[src/rtl/sdio_host_data_phy_if.sv]
// sdio_host_data_phy_if: transaction, block-data and DAT[3:0] pad signals of the SDIO data PHY.
interface sdio_host_data_phy_if;
   logic        i_activate;
   logic        i_write_flag;
   logic [12:0] i_data_count;
   logic        o_finished;
   logic        i_data_rd_rdy;
   logic        o_data_rd_stb;
   logic [7:0]  i_data_rd_data;
   logic        o_data_wr_stb;
   logic [7:0]  o_data_wr_data;
   logic        o_data_crc_good;
   logic [2:0]  o_crc_status;
   logic        o_timeout;
   logic        o_sdio_data_dir;
   logic [3:0]  o_sdio_data_out;
   logic [3:0]  i_sdio_data_in;
   modport slave (
      input  i_activate, i_write_flag, i_data_count, i_data_rd_rdy, i_data_rd_data, i_sdio_data_in,
      output o_finished, o_data_rd_stb, o_data_wr_stb, o_data_wr_data, o_data_crc_good, o_crc_status,
             o_timeout, o_sdio_data_dir, o_sdio_data_out
   );
   modport master (
      output i_activate, i_write_flag, i_data_count, i_data_rd_rdy, i_data_rd_data, i_sdio_data_in,
      input  o_finished, o_data_rd_stb, o_data_wr_stb, o_data_wr_data, o_data_crc_good, o_crc_status,
             o_timeout, o_sdio_data_dir, o_sdio_data_out
   );
endinterface

[src/rtl/sdio_host_data_phy.sv]
// sdio_host_data_phy: 4-bit SD/SDIO host data-line engine, one block per transaction with per-line CRC16.
// Every output is a register loaded with the value belonging to the state being entered.
module sdio_host_data_phy #(
   parameter logic [15:0] TIMEOUT_CYCLES = 16'hFFFF
) (
   input logic                 clk,
   input logic                 rst,
   sdio_host_data_phy_if.slave bus
);
   typedef enum logic [3:0] {
      IDLE, WR_WAIT, WR_START, WR_DATA, WR_CRC, WR_END, WR_NCRC, WR_STATUS, WR_BUSY,
      RD_WAIT, RD_DATA, RD_CRC, RD_END, FINISHED
   } state_t;

   state_t           r_state, w_state;
   logic [13:0]      r_cnt, w_cnt;
   logic [15:0]      r_tmo, w_tmo;
   logic [7:0]       r_byte, w_byte;
   logic [3:0][15:0] r_crc, w_crc;
   logic             r_err, w_err;
   logic             r_fin;
   logic             r_dir, w_dir;
   logic [3:0]       r_dout, w_dout;
   logic             r_rd_stb, w_rd_stb;
   logic             r_wr_stb, w_wr_stb;
   logic [7:0]       r_wr_data, w_wr_data;
   logic             r_good, w_good;
   logic             r_tmo_flag, w_tmo_flag;
   logic [2:0]       r_status, w_status;
   logic [13:0]      w_len2m1;
   logic             w_expired;
   logic [3:0]       w_dat;

   function automatic logic [3:0][15:0] crc_nib(input logic [3:0][15:0] c, input logic [3:0] d);
      logic [3:0][15:0] s;
      for (int n = 0; n < 4; n++) s[n] = {c[n][14:0], 1'b0} ^ ({16{d[n] ^ c[n][15]}} & 16'h1021);
      return s;
   endfunction

   function automatic logic [3:0] crc_msb(input logic [3:0][15:0] c);
      logic [3:0] m;
      for (int n = 0; n < 4; n++) m[n] = c[n][15];
      return m;
   endfunction

   function automatic logic [3:0][15:0] crc_shl(input logic [3:0][15:0] c);
      logic [3:0][15:0] s;
      for (int n = 0; n < 4; n++) s[n] = {c[n][14:0], 1'b0};
      return s;
   endfunction

   assign w_dat     = bus.i_sdio_data_in;
   assign w_len2m1  = {bus.i_data_count, 1'b0} - 14'd1;
   assign w_expired = ({1'b0, r_tmo} + 17'd1) >= {1'b0, TIMEOUT_CYCLES};

   always_comb begin
      w_state    = r_state;
      w_cnt      = r_cnt;
      w_byte     = r_byte;
      w_crc      = r_crc;
      w_err      = r_err;
      w_dir      = r_dir;
      w_dout     = r_dout;
      w_rd_stb   = 1'b0;
      w_wr_stb   = 1'b0;
      w_wr_data  = r_wr_data;
      w_good     = r_good;
      w_tmo_flag = r_tmo_flag;
      w_status   = r_status;
      case (r_state)
         IDLE: begin
            w_dir  = 1'b0;
            w_dout = 4'hF;
            if (bus.i_activate) begin
               w_good     = 1'b0;
               w_tmo_flag = 1'b0;
               w_crc      = '0;
               w_err      = 1'b0;
               w_cnt      = '0;
               w_state    = (bus.i_data_count == '0) ? FINISHED : bus.i_write_flag ? WR_WAIT : RD_WAIT;
            end
         end
         WR_WAIT: if (bus.i_data_rd_rdy) begin
            w_state  = WR_START;
            w_dir    = 1'b1;
            w_dout   = 4'h0;
            w_rd_stb = 1'b1;
         end
         WR_START: begin
            w_state = WR_DATA;
            w_byte  = bus.i_data_rd_data;
            w_dout  = bus.i_data_rd_data[7:4];
            w_crc   = crc_nib(r_crc, bus.i_data_rd_data[7:4]);
         end
         // Even count: high nibble on the bus, low nibble next; odd count: fetch the next byte.
         WR_DATA: begin
            w_cnt = r_cnt + 14'd1;
            if (!r_cnt[0]) begin
               w_dout   = r_byte[3:0];
               w_crc    = crc_nib(r_crc, r_byte[3:0]);
               w_rd_stb = (r_cnt + 14'd1) != w_len2m1;
            end else if (r_cnt == w_len2m1) begin
               w_state = WR_CRC;
               w_cnt   = '0;
               w_dout  = crc_msb(r_crc);
               w_crc   = crc_shl(r_crc);
            end else begin
               w_byte = bus.i_data_rd_data;
               w_dout = bus.i_data_rd_data[7:4];
               w_crc  = crc_nib(r_crc, bus.i_data_rd_data[7:4]);
            end
         end
         WR_CRC: begin
            w_cnt = r_cnt + 14'd1;
            if (r_cnt == 14'd15) begin
               w_state = WR_END;
               w_dout  = 4'hF;
            end else begin
               w_dout = crc_msb(r_crc);
               w_crc  = crc_shl(r_crc);
            end
         end
         WR_END: begin
            w_state = WR_NCRC;
            w_dir   = 1'b0;
            w_cnt   = '0;
         end
         WR_NCRC: begin
            w_cnt = r_cnt + 14'd1;
            if (r_cnt == 14'd1) begin
               w_state = WR_STATUS;
               w_cnt   = '0;
            end
         end
         WR_STATUS: begin
            if (r_cnt == '0) begin
               if (!w_dat[0]) w_cnt = 14'd1;
               else if (w_expired) begin
                  w_state    = FINISHED;
                  w_tmo_flag = 1'b1;
                  w_good     = 1'b0;
               end
            end else if (r_cnt < 14'd4) begin
               w_status = {r_status[1:0], w_dat[0]};
               w_cnt    = r_cnt + 14'd1;
            end else begin
               w_good  = (r_status == 3'b010) && w_dat[0];
               w_state = WR_BUSY;
               w_cnt   = '0;
            end
         end
         WR_BUSY: begin
            if (w_dat[0]) w_state = FINISHED;
            else if (w_expired) begin
               w_state    = FINISHED;
               w_tmo_flag = 1'b1;
               w_good     = 1'b0;
            end
         end
         RD_WAIT: begin
            if (w_dat == 4'h0) begin
               w_state = RD_DATA;
               w_cnt   = '0;
            end else if (w_expired) begin
               w_state    = FINISHED;
               w_tmo_flag = 1'b1;
            end
         end
         RD_DATA: begin
            w_cnt = r_cnt + 14'd1;
            w_crc = crc_nib(r_crc, w_dat);
            if (!r_cnt[0]) w_byte = {w_dat, r_byte[3:0]};
            else begin
               w_wr_stb  = 1'b1;
               w_wr_data = {r_byte[7:4], w_dat};
               if (r_cnt == w_len2m1) begin
                  w_state = RD_CRC;
                  w_cnt   = '0;
               end
            end
         end
         // Received CRC bits are checked against the computed CRC as they arrive.
         RD_CRC: begin
            w_cnt = r_cnt + 14'd1;
            w_err = r_err | (w_dat != crc_msb(r_crc));
            w_crc = crc_shl(r_crc);
            if (r_cnt == 14'd15) w_state = RD_END;
         end
         RD_END: begin
            w_state = FINISHED;
            w_good  = !r_err && (w_dat == 4'hF);
         end
         FINISHED: begin
            w_dir  = 1'b0;
            w_dout = 4'hF;
            if (!bus.i_activate) w_state = IDLE;
         end
         default: w_state = IDLE;
      endcase
      if (!bus.i_activate && r_state != IDLE && r_state != FINISHED) begin
         w_state  = IDLE;
         w_dir    = 1'b0;
         w_dout   = 4'hF;
         w_rd_stb = 1'b0;
         w_wr_stb = 1'b0;
      end
      w_tmo = (w_state != r_state) ? '0 : (&r_tmo) ? r_tmo : r_tmo + 16'd1;
   end

   always_ff @(posedge clk) begin
      if (rst) begin
         r_state    <= IDLE;
         r_cnt      <= '0;
         r_tmo      <= '0;
         r_byte     <= '0;
         r_crc      <= '0;
         r_err      <= 1'b0;
         r_fin      <= 1'b0;
         r_dir      <= 1'b0;
         r_dout     <= 4'hF;
         r_rd_stb   <= 1'b0;
         r_wr_stb   <= 1'b0;
         r_wr_data  <= '0;
         r_good     <= 1'b0;
         r_tmo_flag <= 1'b0;
         r_status   <= '0;
      end else begin
         r_state    <= w_state;
         r_cnt      <= w_cnt;
         r_tmo      <= w_tmo;
         r_byte     <= w_byte;
         r_crc      <= w_crc;
         r_err      <= w_err;
         r_fin      <= w_state == FINISHED;
         r_dir      <= w_dir;
         r_dout     <= w_dout;
         r_rd_stb   <= w_rd_stb;
         r_wr_stb   <= w_wr_stb;
         r_wr_data  <= w_wr_data;
         r_good     <= w_good;
         r_tmo_flag <= w_tmo_flag;
         r_status   <= w_status;
      end
   end

   assign bus.o_finished      = r_fin;
   assign bus.o_data_rd_stb   = r_rd_stb;
   assign bus.o_data_wr_stb   = r_wr_stb;
   assign bus.o_data_wr_data  = r_wr_data;
   assign bus.o_data_crc_good = r_good;
   assign bus.o_crc_status    = r_status;
   assign bus.o_timeout       = r_tmo_flag;
   assign bus.o_sdio_data_dir = r_dir;
   assign bus.o_sdio_data_out = r_dout;
endmodule
[src/flat_wrapper.sv]
// flat-port wrapper written by rule: the top's interface ports become plain ports
module sdio_host_data_phy_flat 
#(
   parameter logic [15:0] TIMEOUT_CYCLES = 16'hFFFF
)
  (clk, rst, bus_i_activate, bus_i_write_flag, bus_i_data_count, bus_i_data_rd_rdy, bus_i_data_rd_data, bus_i_sdio_data_in, bus_o_finished, bus_o_data_rd_stb, bus_o_data_wr_stb, bus_o_data_wr_data, bus_o_data_crc_good, bus_o_crc_status, bus_o_timeout, bus_o_sdio_data_dir, bus_o_sdio_data_out);
  sdio_host_data_phy_if bus_i ();
  input logic clk;
  input logic rst;
  input wire logic [$bits(bus_i.i_activate)-1:0] bus_i_activate;
  input wire logic [$bits(bus_i.i_write_flag)-1:0] bus_i_write_flag;
  input wire logic [$bits(bus_i.i_data_count)-1:0] bus_i_data_count;
  input wire logic [$bits(bus_i.i_data_rd_rdy)-1:0] bus_i_data_rd_rdy;
  input wire logic [$bits(bus_i.i_data_rd_data)-1:0] bus_i_data_rd_data;
  input wire logic [$bits(bus_i.i_sdio_data_in)-1:0] bus_i_sdio_data_in;
  output wire logic [$bits(bus_i.o_finished)-1:0] bus_o_finished;
  output wire logic [$bits(bus_i.o_data_rd_stb)-1:0] bus_o_data_rd_stb;
  output wire logic [$bits(bus_i.o_data_wr_stb)-1:0] bus_o_data_wr_stb;
  output wire logic [$bits(bus_i.o_data_wr_data)-1:0] bus_o_data_wr_data;
  output wire logic [$bits(bus_i.o_data_crc_good)-1:0] bus_o_data_crc_good;
  output wire logic [$bits(bus_i.o_crc_status)-1:0] bus_o_crc_status;
  output wire logic [$bits(bus_i.o_timeout)-1:0] bus_o_timeout;
  output wire logic [$bits(bus_i.o_sdio_data_dir)-1:0] bus_o_sdio_data_dir;
  output wire logic [$bits(bus_i.o_sdio_data_out)-1:0] bus_o_sdio_data_out;
  assign bus_i.i_activate = bus_i_activate;
  assign bus_i.i_write_flag = bus_i_write_flag;
  assign bus_i.i_data_count = bus_i_data_count;
  assign bus_i.i_data_rd_rdy = bus_i_data_rd_rdy;
  assign bus_i.i_data_rd_data = bus_i_data_rd_data;
  assign bus_i.i_sdio_data_in = bus_i_sdio_data_in;
  assign bus_o_finished = bus_i.o_finished;
  assign bus_o_data_rd_stb = bus_i.o_data_rd_stb;
  assign bus_o_data_wr_stb = bus_i.o_data_wr_stb;
  assign bus_o_data_wr_data = bus_i.o_data_wr_data;
  assign bus_o_data_crc_good = bus_i.o_data_crc_good;
  assign bus_o_crc_status = bus_i.o_crc_status;
  assign bus_o_timeout = bus_i.o_timeout;
  assign bus_o_sdio_data_dir = bus_i.o_sdio_data_dir;
  assign bus_o_sdio_data_out = bus_i.o_sdio_data_out;
  sdio_host_data_phy #(.TIMEOUT_CYCLES(TIMEOUT_CYCLES)) u_core (.clk(clk), .rst(rst), .bus(bus_i));
endmodule
[config.mk]
export PLATFORM = sky130hd
export DESIGN_NAME = sdio_host_data_phy_flat
export DESIGN_NICKNAME = d
export VERILOG_FILES = /design/src/rtl/sdio_host_data_phy_if.sv /design/src/rtl/sdio_host_data_phy.sv /design/src/flat_wrapper.sv
export SDC_FILE = /design/constraint.sdc
export NUM_CORES = 1
export LEC_CHECK = 0
export CELL_PAD_IN_SITES_DETAIL_PLACEMENT = 0
export CELL_PAD_IN_SITES_GLOBAL_PLACEMENT = 1
export CORE_ASPECT_RATIO = 0.8
export CORE_MARGIN = 3
export CORE_UTILIZATION = 40
export CTS_CLUSTER_SIZE = 28
export DETAILED_ROUTE_END_ITERATION = 16
export PLACE_DENSITY = 0.84
export SLEW_MARGIN = 10
export SYNTH_ARGS = -nofsm -noshare
export SYNTH_HDL_FRONTEND = slang
export SYNTH_SLANG_ARGS = --single-unit
export TNS_END_PERCENT = 50
[constraint.sdc]
create_clock -name clk -period 11.91 [get_ports clk]
set_clock_uncertainty 0.15 [all_clocks]
set_input_delay 3.573 -clock clk [delete_from_list [all_inputs] [get_ports clk]]
set_output_delay 3.573 -clock clk [all_outputs]
set_load 0.02 [all_outputs]
After elaboration in Yosys (flattened, before gate mapping):

Cells that the tools add are included.

* register bits after elaboration: 128
* bits in latches: 0
* bits in writable memories: 0
* bits in read-only memories: 0
* output and inout port bits: 21
* logic and storage cells: 191
* memories kept: 0

* $add $sub $neg: 4
* $mul: 0
* divide/modulo/power cells: 0
* $lt $le $gt $ge: 2
* equal/unequal tests: 37
* shift-type cells: 0
* muxes and demuxes: 63
* bitwise gates (word level): 27
* reductions and logical operators: 39

Operators by type and width (number)
* one-hot mux 64 bit (6 select lines): 1
* 2-to-1 mux 64 bit: 4
* bitwise XOR 16 x 13 -> 16 bit: 12
* 2-to-1 mux 14 bit: 8
* one-hot mux 14 bit (7 select lines): 1
* 2-to-1 mux 4 bit: 23
* one-hot mux 4 bit (14 select lines): 1
* equality test 4 bit (second input constant): 8
* 2-to-1 mux 8 bit: 3
* one-hot mux 8 bit (3 select lines): 1
* one-hot mux 4 bit (5 select lines): 1
* adder 16 x 1 -> 17 bit (second input constant): 1
* greater-or-equal comparator 17 x 16 -> 1 bit (second input constant): 1
* adder 16 x 1 -> 16 bit (second input constant): 1
* equality test 4 x 3 -> 1 bit (second input constant): 4
* != test 2 bit (second input constant): 8
* AND reduction 16 bit: 1
* 2-to-1 mux 1 bit: 15
* adder 14 x 1 -> 14 bit (second input constant): 1
* equality test 14 x 1 -> 1 bit (second input constant): 1
* equality test 14 bit: 1
* equality test 14 x 4 -> 1 bit (second input constant): 1
* zero test 14 bit: 1
* less-than comparator 14 x 3 -> 1 bit (second input constant): 1
* other kinds (32): 72

Depth between registers and ports, before layout:

* depth after elaboration: 9
* mapped depth: 14
* gate-level depth less buffers: 11

Worst setup path before layout:

No wires, ideal clock.

* path kind: in2reg
* start: input port bus_i_data_count[0]
* end: register u_core.r_tmo[10]
* library setup time: 119 ps
* arrival: 6551 ps
* data required time: 11641 ps
* slack: 5090 ps
* cell stages on the path: 14
* path through: inv_1 > ha_1 > or4b_1 > buf_2 > or4b_1 > a21oi_1 > o22ai_1 > or4_4 > buf_6 > and2_4 > mux2i_4 > o311a_4 > buf_8 > nor3_2

* longest elaborated chain between the ends: 8

Ends and longest elaborated chain
* from (decl): line flat_wrapper.sv:12 `input wire logic [$bits(bus_i.i_data_count)-1:0] bus_i_data_count;`
* subtractor 14 x 1 -> 14 bit: line sdio_host_data_phy.sv:53 `assign w_len2m1 = {bus.i_data_count, 1'b0} - 14'd1;`
* equality test 14 bit: line sdio_host_data_phy.sv:102, sdio_host_data_phy.sv:176
* 2-to-1 mux 4 bit, on equally long branches: line sdio_host_data_phy.sv:176, sdio_host_data_phy.sv:102
* 2-to-1 mux 4 bit, on equally long branches: line sdio_host_data_phy.sv:172, sdio_host_data_phy.sv:98
* one-hot mux 4 bit (14 select lines) *: line sdio_host_data_phy.sv:70 `case (r_state)`
* 2-to-1 mux 4 bit *: line sdio_host_data_phy.sv:200 `if (!bus.i_activate && r_state != IDLE && r_state != FINISHED) begin`
* != test 4 bit *: line sdio_host_data_phy.sv:207 `w_tmo = (w_state != r_state) ? '0 : (&r_tmo) ? r_tmo : r_tmo + 16'd1;`
* OR reduction 2 bit (no source line) *
* to (signal assigned): line sdio_host_data_phy.sv:230 `r_tmo <= w_tmo;`
* to (decl): line sdio_host_data_phy.sv:17 `logic [15:0] r_tmo, w_tmo;`

Mark *: on every way between the ends. The rest lies on a longest branch, timed or not.
A chain may end at the register's enable or synchronous reset.

Worst setup path in the final report:

* start: input port bus_i_data_count[0]
* end: register u_core.r_tmo[3]

Same word-level chain as after synthesis.

==> results.cfg <==
[run_status]
outcome = complete, no violations

[logic_synthesis]
synth-seq-cells = 128
avgSynthCellArea_um2 = 7.75
netlist.top_cell.by_area = dfxtp_1
async_reset_ff_frac = 0
ys_seq_area_frac = 0.337
synth.most_common_cell = nor2_1
synthFlopType = dfxtp_1
netlist.area_leader.share = 0.337
synth_edf_count = 0
syn-cell-area_mm2 = 0.00760
synth_fp_nets = 1018
synthCells = 981
synth_cell_types = 76
yosys_warnings = 0
synth_common_cells = nor2_1, dfxtp_1, nand2_1
yosys-top-cells-area = dfxtp_1, nor2_1, a22oi_1

[timing]
period_minus_slack_ns = 7.81
fmax_mhz = 128
rsz0062_at_grt = false
worstMarginPinSlew_ns = 1.20
timing.final.crit_share = 0.656
max_slew_margin = 0.202
drv_slew = 0
finalHoldViolCount = 0
fin_setup_tns_ns = 0
finalSetupViolCount = 0

[clocking]
cts_root_buf = clkbuf_16
post_cts.repair.setup_buffers = 0
clock_sinks = 128
clock_path_buffers = 2
h-tree-depth = 4
path_clk_slew_ns = 0.05
cts_resized = 0
cts_tree = built
cts_inserted_buffers = 17
clk_latency_ns = 0.42
hold_buffers = 0

[final_layout]
regArea_mm2 = 0.00256
drive_gt1_frac = 0.0723
fill_cells = 1852
syn_to_final_growth_pct = 15.0
fin_cells = 1249
multi_input_area_mm2 = 0.00467
num-nets-final = 1021
n_antenna_cell = 0

[power]
power_leakage_nw = 2.96
switchingPower_w = 0.000465
p_int_w = 0.000875
ir_drop_v = 0.0000941
pwr-share-seq = 0.357
pwr-share-clk = 0.379
switching_share = 0.347
p_comb_frac = 0.264
power_density_mw_per_mm2 = 153

[routing]
vias_per_cell = 5.79
ant_nets = 0
drc = 0
wl_per_cell_um = 16.9
num_vias = 7230
drtPass1Iterations = 5
drt-initial-drc-count = 775
drt-total-wl_mm = 21.1

[die]
die_area_mm2 = 0.0207
pin_count = 51
die_y_um = 129
rows = 44
core_area_mm2 = 0.0184
fp.dieW_um = 160
start_util = 0.413

[grt]
gr-total-overflow = 0
grt_use_total = 0.202
grt_pass1_wl_mm = 34.1
grt_max_degree = 66
antenna_found_initial = 0
grt_pass1_vias = 6282

[setup_path]
start_kind = input pin
crit_start = bus_i_data_count[0]
critPathRequiredTime_ns = 12.01
critical_path_class = input pin to flip-flop
path_max_fanout = 22
r2r-start = u_core.r_tmo[8]
arrival_ns = 7.91
end_kind = flip-flop

[job]
maxCapViolations = 0

[placed_design]
port_buffers = 50
gp_congestion = 0.918
dp_hpwl_mm = 14.5
numPlacedInstances = 1218

[min_path]
min_from = u_core.bus.o_data_wr_data[5]
hold_path.class = flip-flop to flip-flop
-- sequential cells by signal (all words and copies together), names as in the netlist --
signal	flops
u_core.r_cnt	14
u_core.bus.o_timeout	1
u_core.r_err	1
u_core.r_byte	8
u_core.bus.o_data_wr_data	8
u_core.r_crc	64
u_core.bus.o_sdio_data_dir	1
u_core.bus.o_data_crc_good	1
u_core.bus.o_crc_status	3
u_core.r_tmo	16
u_core.bus.o_sdio_data_out	4
u_core.bus.o_finished	1
u_core.bus.o_data_wr_stb	1
u_core.bus.o_data_rd_stb	1
u_core.r_state	4
-- cell families after synthesis --
| family | share of synthesized area |
|---|---|
| mux | 0.0175 |
| simple gates | 0.256 |
| fa+ha+maj | 0.0115 |
| flops | 0.337 |
| buf+inv | 0.0497 |
| xor+xnor | 0.0772 |
| compound gates | 0.251 |
-- cells in the final DEF, fill, tap and decap left out, types with 8 or more instances in the layout --
| cell | instances |
|---|---|
| nand3b_1 | 8 |
| a221oi_1 | 12 |
| a22oi_1 | 59 |
| dfxtp_1 | 128 |
| a311oi_1 | 17 |
| a211oi_1 | 10 |
| o21ai_0 | 53 |
| mux2i_1 | 11 |
| a21oi_1 | 58 |
| a31oi_1 | 10 |
| nor2_1 | 140 |
| nand3_1 | 34 |
| or3_1 | 12 |
| xor2_1 | 28 |
| and3_1 | 20 |
| clkdlybuf4s50_1 | 49 |
| clkbuf_16 | 17 |
| inv_1 | 17 |
| nor3_2 | 10 |
| nor3_1 | 23 |
| xnor2_1 | 39 |
| nand2_1 | 88 |
-- area by class of cell --
| type | instances | share of cell area |
|---|---|---|
| timing repair buffer | 56 | 0.0621 |
| multi-input combinational | 761 | 0.534 |
| clock buffer | 22 | 0.0531 |
| sequential | 128 | 0.293 |
| clock inverter | 9 | 0.0125 |
| inverter | 20 | 0.00859 |
| tap | 253 | 0.0362 |
-- critical path, cell delays in order --
cell and delay (ns):
clkdlybuf4s50_1 0.51, inv_1 0.10, ha_1 0.26, or4b_1 0.63, or4b_1 0.56, a21oi_1 0.14
o22ai_1 0.09, or4_4 0.71, o21ai_2 0.21, o21ai_0 0.15, o211ai_2 0.84, nor3_1 0.14
-- stage by stage --
stage / power (W) / setup slack, ns / utilization / area, um2 / hold slack (ns)
after floorplan: 0.000743 / 5.09 / - / 7600 / 0.282
after global placement: 0.000836 / 3.78 / 0.444 / 8170 / 0.293
after detailed placement: 0.000836 / 3.69 / 0.444 / 8170 / 0.298
after CTS: 0.00135 / 4.13 / 0.475 / 8740 / 0.306
after global routing: 0.00140 / 3.86 / 0.475 / 8740 / 0.330
final: 0.00134 / 4.10 / 0.475 / 8740 / 0.302
-- path summary, 6_finish.rpt --
check        slack, ns                      endpoint  depth (start not counted)
max               4.10               u_core.r_tmo[3]                         12
max reg2reg       7.78               u_core.r_tmo[3]                          9
min reg2reg       0.30  u_core.bus.o_data_wr_data[5]                          2
min               0.30  u_core.bus.o_data_wr_data[5]                          2
-- power groups by stage --
| stage | Sequential (W) | Clock [W] | Combinational (W) |
|---|---|---|---|
| 2_1_floorplan | 0.000471 | 0 | 0.000272 |
| 3_3_place_gp | 0.000487 | 0 | 0.000349 |
| 3_5_place_dp | 0.000486 | 0 | 0.000350 |
| 4_1_cts | 0.000477 | 0.000518 | 0.000351 |
| 5_1_grt | 0.000481 | 0.000536 | 0.000387 |
| 6_report | 0.000478 | 0.000507 | 0.000354 |
-- layer usage --
layer	vias up	part of all wire	global-route usage
met4	0	0.011	0.0561
met3	16	0.053	0.0435
li1	3576	-	-
met5	-	0	0
met1	3413	0.51	0.304
met2	225	0.42	0.289
Note: power is estimated with default switching activity, not from simulation.
